`src/rtl/div_issue_ctrl.sv`:
```
// Issue controller for a fixed-latency divider: arbitrates two requesters, tracks in-flight ops with a
// shadow valid chain and buffers completions in a credit-protected FIFO. Macro DIV_RR_ARB_EN selects
// round-robin arbitration; without it requester 0 always has priority.
module div_issue_ctrl #(
    parameter int LAT   = 32,
    parameter int DEPTH = 8
) (
    input  logic        clk,
    input  logic        reset,
    input  logic [1:0]  req_valid,
    input  logic [31:0] req0_A,
    input  logic [31:0] req1_A,
    input  logic [31:0] req0_B,
    input  logic [31:0] req1_B,
    input  logic [6:0]  req0_pa,
    input  logic [6:0]  req1_pa,
    input  logic [31:0] req0_pc,
    input  logic [31:0] req1_pc,
    input  logic [3:0]  req0_op,
    input  logic [3:0]  req1_op,
    output logic [1:0]  req_grant,
    input  logic        flush,
    output logic        div_start,
    output logic [31:0] div_A,
    output logic [31:0] div_B,
    output logic [31:0] div_pc,
    output logic [6:0]  div_pa,
    output logic [3:0]  div_op,
    input  logic [31:0] div_result,
    input  logic [6:0]  div_pa_in,
    input  logic [31:0] div_pc_in,
    output logic        out_valid,
    output logic [31:0] out_result,
    output logic [6:0]  out_pa,
    output logic [31:0] out_pc,
    input  logic        out_ready,
    output logic        busy
);
    localparam int PW  = $clog2(DEPTH);
    localparam int FCW = $clog2(DEPTH + 1);
    localparam int ICW = $clog2(LAT + 1);
    localparam int SW  = ((ICW > FCW) ? ICW : FCW) + 1;
    localparam int EW  = 32 + 7 + 32;

    logic [LAT-1:0] shadow_reg, shadow_next;
    logic [ICW-1:0] inflight_reg, inflight_next;
    logic [PW-1:0]  wr_ptr_reg, wr_ptr_next;
    logic [PW-1:0]  rd_ptr_reg, rd_ptr_next;
    logic [FCW-1:0] fifo_count_reg, fifo_count_next;
    logic [EW-1:0]  fifo_mem [DEPTH];
    logic [EW-1:0]  head;
    logic [1:0]     grant_raw;
    logic           credit_ok, push, pop, fifo_empty, exit_valid;

    // Every granted op owns a FIFO slot from issue until it is popped, so a push can never overflow.
    assign credit_ok = (SW'(inflight_reg) + SW'(fifo_count_reg)) < SW'(DEPTH);

`ifdef DIV_RR_ARB_EN
    logic rr_ptr_reg, rr_ptr_next;

    always_comb begin
        grant_raw = req_valid;
        if (req_valid == 2'b11) grant_raw = rr_ptr_reg ? 2'b10 : 2'b01;
    end

    always_comb begin
        rr_ptr_next = rr_ptr_reg;
        if (div_start) rr_ptr_next = req_grant[0];
    end

    always_ff @(posedge clk or negedge reset) begin
        if (!reset) rr_ptr_reg <= 1'b0;
        else        rr_ptr_reg <= rr_ptr_next;
    end
`else
    always_comb begin
        grant_raw = req_valid;
        if (req_valid[0]) grant_raw = 2'b01;
    end
`endif

    assign req_grant = (credit_ok && !flush && reset) ? grant_raw : 2'b00;
    assign div_start = |req_grant;
    assign div_A     = req_grant[1] ? req1_A  : req0_A;
    assign div_B     = req_grant[1] ? req1_B  : req0_B;
    assign div_pa    = req_grant[1] ? req1_pa : req0_pa;
    assign div_pc    = req_grant[1] ? req1_pc : req0_pc;
    assign div_op    = req_grant[1] ? req1_op : req0_op;

    assign exit_valid = shadow_reg[LAT-1];
    assign fifo_empty = (fifo_count_reg == '0);
    assign push       = exit_valid && !flush;
    assign pop        = !fifo_empty && out_ready && !flush;

    always_comb begin
        shadow_next     = (shadow_reg << 1) | LAT'(div_start);
        inflight_next   = inflight_reg + ICW'(div_start) - ICW'(exit_valid);
        wr_ptr_next     = push ? wr_ptr_reg + PW'(1) : wr_ptr_reg;
        rd_ptr_next     = pop  ? rd_ptr_reg + PW'(1) : rd_ptr_reg;
        fifo_count_next = fifo_count_reg + FCW'(push) - FCW'(pop);
        if (flush) begin
            shadow_next     = '0;
            inflight_next   = '0;
            wr_ptr_next     = '0;
            rd_ptr_next     = '0;
            fifo_count_next = '0;
        end
    end

    always_ff @(posedge clk or negedge reset) begin
        if (!reset) begin
            shadow_reg     <= '0;
            inflight_reg   <= '0;
            wr_ptr_reg     <= '0;
            rd_ptr_reg     <= '0;
            fifo_count_reg <= '0;
        end else begin
            shadow_reg     <= shadow_next;
            inflight_reg   <= inflight_next;
            wr_ptr_reg     <= wr_ptr_next;
            rd_ptr_reg     <= rd_ptr_next;
            fifo_count_reg <= fifo_count_next;
        end
    end

    always_ff @(posedge clk) begin
        if (push) fifo_mem[wr_ptr_reg] <= {div_result, div_pa_in, div_pc_in};
    end

    // Head is zeroed when empty so the completion bus reads 0 out of reset.
    assign head       = fifo_mem[rd_ptr_reg];
    assign out_valid  = !fifo_empty;
    assign out_result = out_valid ? head[EW-1 -: 32] : '0;
    assign out_pa     = out_valid ? head[38:32]      : '0;
    assign out_pc     = out_valid ? head[31:0]       : '0;
    assign busy       = (inflight_reg != '0) || !fifo_empty;
endmodule

```
`config.mk`:
```
export PLATFORM = sky130hd
export DESIGN_NAME = div_issue_ctrl
export DESIGN_NICKNAME = d
export VERILOG_FILES = /design/src/rtl/div_issue_ctrl.sv
export SDC_FILE = /design/constraint.sdc
export NUM_CORES = 1
export LEC_CHECK = 0
export BUFFER_PORTS_ARGS = -buffer_cell sky130_fd_sc_hd__buf_2
export CORE_MARGIN = 5
export CORE_UTILIZATION = 60
export DETAILED_ROUTE_END_ITERATION = 10
export PLACE_DENSITY_LB_ADDON = 0.15
export SYNTH_ARGS = -nofsm -noshare
export SYNTH_HDL_FRONTEND = slang
export SYNTH_SLANG_ARGS = --single-unit
export TNS_END_PERCENT = 20
```
`constraint.sdc`:
```
create_clock -name clk -period 13.5 [get_ports clk]
set_input_delay 0 -clock clk [delete_from_list [all_inputs] [get_ports clk]]
set_output_delay 0 -clock clk [all_outputs]
set_load 0.02 [all_outputs]
```
---- Word-level counts from Yosys, hierarchy flattened ----
Memories as Yosys holds them, arrays and structs flattened.
Cells that the tools add are included.
word-level totals
  register bits ........................... 48
  bits in writable memories ............... 568
  input port bits ......................... 291
  output and inout port bits .............. 183
  memories kept ........................... 1
cells by class
  add/sub/neg operators ................... 7
  $lt $le $gt $ge ......................... 1
  mux-type cells .......................... 19
  bitwise gates (word level) .............. 1
  reductions and logical operators ........ 13
memory list
  memory    depth  bits a word  rd ports  clocked after Yosys merged registers in  wr ports  line  text
  fifo_mem  8      71           1         0                                        1         50    logic [EW-1:0] fifo_mem [DEPTH];
operators by type and width
  operator                                                              count
  32-bit two-way mux                                                    6
  32-bit by 1-bit bitwise OR with 32-bit output                         1
  7-bit two-way mux                                                     2
  3-bit two-way mux                                                     4
  4-bit two-way mux                                                     2
  6-bit by 4-bit adder with 7-bit output                                1
  7-bit by 4-bit < comparator with 1-bit output, second input constant  1
  3-bit by 1-bit adder with 3-bit output, second input constant         2
  6-bit by 1-bit adder with 6-bit output                                1
  6-bit two-way mux                                                     1
  6-bit nonzero test                                                    1
  6-bit by 1-bit subtractor with 6-bit output                           1
  1-bit logical AND                                                     5
  4-bit by 1-bit adder with 4-bit output                                1
  4-bit zero test                                                       1
  2-bit two-way mux                                                     2
  2-bit nonzero test                                                    2
  4-bit by 1-bit subtractor with 4-bit output                           1
  1-bit zero test                                                       2
  1-bit two-way mux                                                     2
  2-bit OR reduction                                                    1
  1-bit logical OR                                                      1

---- Logic depth before layout (Yosys ltp) ----
  depth in word-level cells ............... 9
  depth in mapped cells ................... 14
  mapped depth without buffers ............ 13

---- Worst setup path before layout ----
Ideal clock, no wire load.
  path type ............................... flip-flop to flip-flop
  from .................................... register shadow_reg[31]
  to ...................................... memory fifo_mem[0][0] (netlist bit) (enable)
  data arrival time ....................... 5639 ps
  setup slack ............................. 7274 ps
  stages on the path, launching flop included .. 4
  period minus slack after synthesis ...... 6226 ps
  path through ............................ dfrtp_1 nand2b_1 or2_2 nor3_1
on the way
  longest elaborated chain between the ends .. 3
ends and longest elaborated chain
  element                                  line  text
  start: declaration                       45    logic [LAT-1:0] shadow_reg, shadow_next;
  start signal: assignment                 118   shadow_reg <= shadow_next;
  1-bit logical AND                        92    assign push = exit_valid && !flush;
  1-bit two-way mux                        127   if (push) fifo_mem[wr_ptr_reg] <= {div_result, div_pa_in, div_pc_in};
  1-bit two-way mux (not written as such)  127
  end: declaration                         50
Every way passes these cells.

---- Worst setup path in the final report ----
  from .................................... register inflight_reg[2]
  to ...................................... output port div_pc[9]
on the way
  longest elaborated chain between the ends .. 6
ends and longest elaborated chain
  element                                        line  text
  start: declaration                             46    logic [ICW-1:0] inflight_reg, inflight_next;
  start signal: assignment                       119   inflight_reg <= inflight_next;
  6-bit by 4-bit adder with 7-bit output         56    assign credit_ok = (SW'(inflight_reg) + SW'(fifo_count_reg)) < SW'(DEPTH);
  7-bit by 4-bit < comparator with 1-bit output  56
  1-bit logical AND (2 in a row)                 82    assign req_grant = (credit_ok && !flush && reset) ? grant_raw : 2'b00;
  2-bit two-way mux                              82
  32-bit two-way mux                             87    assign div_pc = req_grant[1] ? req1_pc : req0_pc;
  end: declaration                               26    output logic [31:0] div_pc,
Every way passes these cells.

==> impl_metrics.yaml <==
power:
  power_mw: 4.94
  power_frac_seq: 0.430
  clkPwrFrac: 0.323
  p_int_mw: 3.53
  switching_share: 0.285
  powerDensity_nw_per_um2: 161
  p_comb_frac: 0.246
  p_leak_nw: 11.0
  power.switching_mw: 1.41
  ir_worst_vdd_mv: 0.166
die:
  start_util: 0.608
  num_rows: 74
  core_area_sq_um: 41000
  fp.dieW_microns: 214
  pin_count: 474
  die_y_microns: 214
  die_area_sq_um: 45800
synthesis:
  yosysWarnings: 0
  synth.top_cell.area_share: 0.684
  synth-seq-area-share: 0.732
  synth_edf_count: 568
  async_flop_share: 0.0779
  synth_ff_type: "edfxtp_1"
  ys_types: 38
  netlist_instances: 1216
  synth-seq-cells: 616
  synth_largest_area_cell: "edfxtp_1"
  synth_area_per_cell_sq_um: 20.5
  syn-num-nets: 1528
  synth_area_sq_um: 25000
  synth_area_leaders: "edfxtp_1, mux4_2, dfrtp_1"
timing:
  fmax_mhz: 250
  drv_slew: 0
  rsz0062_at_grt: "false"
  finalCritPeriodShare: 0.296
  min_period_ns: 4.00
  worst_slack_ns: 9.50
  final.setup_skew_ns: 0.0184
  finalSetupViolCount: 0
  tightestPinTransition_ns: 1.11
  max_slew_margin: 0.260
  hold_violations: 0
  finalSetupTns_ns: 0
  holdWs_ns: 0.141
detailed_routing:
  drt-vias-per-instance: 5.98
  drc: 0
  finalWirelength_mm: 70.2
  detail-route-antenna-nets: 0
  vias: 14232
  wl_per_cell_microns: 29.5
  drt_first_iter_violations: 1315
  drt-pass1-iter-count: 5
critical_path:
  cpMostUsedCell: "buf_4"
  cp_slowest_cell: "buf_4"
  start_kind: "flop"
  timing.rr.end: "inflight_reg[4]"
  crit_type: "reg -> out"
  r2r_start: "inflight_reg[2]"
  reg2regPathDepth: 12
  cpPeakStageDelay_ns: 0.86
  crit_fanout: 82
  end_kind: "primary output"
  r2r_slack_ns: 10.25
  crit_arrival_ns: 4.00
  critPathRequiredTime_ns: 13.50
  critical_path.cell_chain: "ha_1, a21oi_1, a21boi_0, o211ai_1, buf_4, buf_4, mux2_2, buf_2"
final_layout:
  finalNetCount: 2092
  largest_reg_flops: 568
  seq_area_sq_um: 18300
  layout-drive-gt1-share: 0.460
  utilization: 0.746
  nFillCells: 2420
  area_growth_pct: 22.7
  multi_input_area_sq_um: 6400
clocking:
  cts-root-buf: "clkbuf_16"
  cts_buffers: 58
  clk_latency_ns: 0.62
  cts_tree: "done"
  clockBufferDepth: 3
  cts-htree-levels: 2
  numClockSinks: 616
  cts.clk_slew.worst_paths_ns: 0.07
placed_design:
  dpl_worst_slack_ns: 10.16
  port_buffers: 473
  place_congestion: 1.03
  dp_hpwl_mm: 47.0
grt:
  grt_pass1_vias: 14568
  grt_first_pass_wirelength_mm: 102
  grt_remaining_overflow: 0
  grt_max_degree: 119
  track_usage: 0.305
  antenna_found_initial: 46
worst_hold_path:
  hold_path_class: "in -> async"
job:
  cap_violations: 0
outcome:
  status: "finished, final reports clean"
==> power groups by stage <==
stage	clock network, mW	registers (mW)	logic [mW]
2_1_floorplan	0	2.14	0.822
3_3_place_gp	0	2.17	1.19
3_5_place_dp	0	2.17	1.20
4_1_cts	1.62	2.12	1.23
5_1_grt	1.71	2.13	1.29
6_report	1.60	2.12	1.22
==> through the flow <==
stage	cells	instance area, sq um
2_1_floorplan	1216	25000
3_3_place_gp	2176	27900
3_5_place_dp	2176	27900
4_1_cts	2360	30600
5_1_grt	2371	30600
6_report	2380	30600
==> how the worst max path moves through the flow <==
stage / start / end / slack (ns) / cells past startpoint
global placement: inflight_reg[2] / div_pc[9] / 10.24 / 8
floorplan: shadow_reg[31] / fifo_mem[0][0] / 7.27 / 3
detailed placement: inflight_reg[2] / div_pc[9] / 10.16 / 8
CTS: inflight_reg[2] / div_pc[9] / 9.52 / 8
finish: inflight_reg[2] / div_pc[9] / 9.50 / 8
global route: inflight_reg[2] / div_pc[9] / 9.32 / 8
==> layer usage <==
layer | up-vias | part of all wire | track usage | wire length [microns]
li1 | 6051 | - | - | -
met1 | 7299 | 0.37 | 0.400 | 26000
met2 | 725 | 0.50 | 0.507 | 35300
met3 | 149 | 0.081 | 0.0658 | 5700
met4 | 8 | 0.044 | 0.120 | 3090
met5 | - | 0.00080 | 0 | 56
==> layout make-up <==
class	count	area share
antenna	20	0.00164
clock buffer	74	0.0504
clock inverter	34	0.0109
inverter	14	0.00172
multi-input combinational	521	0.209
sequential	616	0.597
tap	532	0.0217
timing repair buffer	569	0.108
==> kinds of logic after synthesis <==
kind of cell	share of synthesized area
xor+xnor	0.00316
mux	0.207
compound gates	0.00421
buf+inv	0.0140
flops	0.732
simple gates	0.0292
fa+ha+maj	0.0111
==> cell usage in the layout, fill, tap and decap left out, drive strengths merged, types with 2 or more instances in the layout <==
| master | instances |
|---|---|
| edfxtp | 568 |
| buf | 493 |
| mux4 | 142 |
| mux2 | 107 |
| nor2 | 90 |
| dlygate4sd3 | 76 |
| clkbuf | 74 |
| mux2i | 72 |
| dfrtp | 48 |
| nor2b | 37 |
| clkinv | 24 |
| diode | 20 |
| ha | 19 |
| inv | 17 |
| nand2 | 6 |
| xnor2 | 6 |
| bufinv | 6 |
| a21oi | 5 |
| o21ai | 5 |
| nand4 | 3 |
| nand2b | 3 |
| xor2 | 3 |
| nand3b | 2 |
| o211ai | 2 |
| a21o | 2 |
| nor3 | 2 |
| nor4 | 2 |
| nand3 | 2 |
| fa | 2 |
==> repair_timing <==
action / 4_1_cts / 5_1_grt
endpoints found under the setup margin: 0 / 0
resized for setup: 0 / 0
setup buffers: 0 / 0
hold buffers: 76 / 0
endpoints found under the hold margin: 651 / 0
==> cells in the mapped netlist, types with 3 or more instances <==
master      n
mux2_2     99
nand2_1     6
mux2_4      8
inv_1      14
xor2_1      3
mux4_2    142
nor2b_1    37
buf_1       7
ha_1       19
clkbuf_1   30
nand4_1     3
nand2b_1    3
mux2i_1    72
dfrtp_1    48
edfxtp_1  568
nor2_1     90
a21oi_1     5
xnor2_1     6
buf_6       3
o21ai_0     4
buf_2      25
==> worst max-delay path: cells and delay by family, from the launching register on <==
family	cells	cell delay [ns]
DFF	1	0.41
buffers and inverters	3	1.49
AOI/OAI and AO/OA	3	0.50
muxes	1	0.55
adders and majority gates	1	0.32
Note: power is estimated with default switching activity, not from simulation.
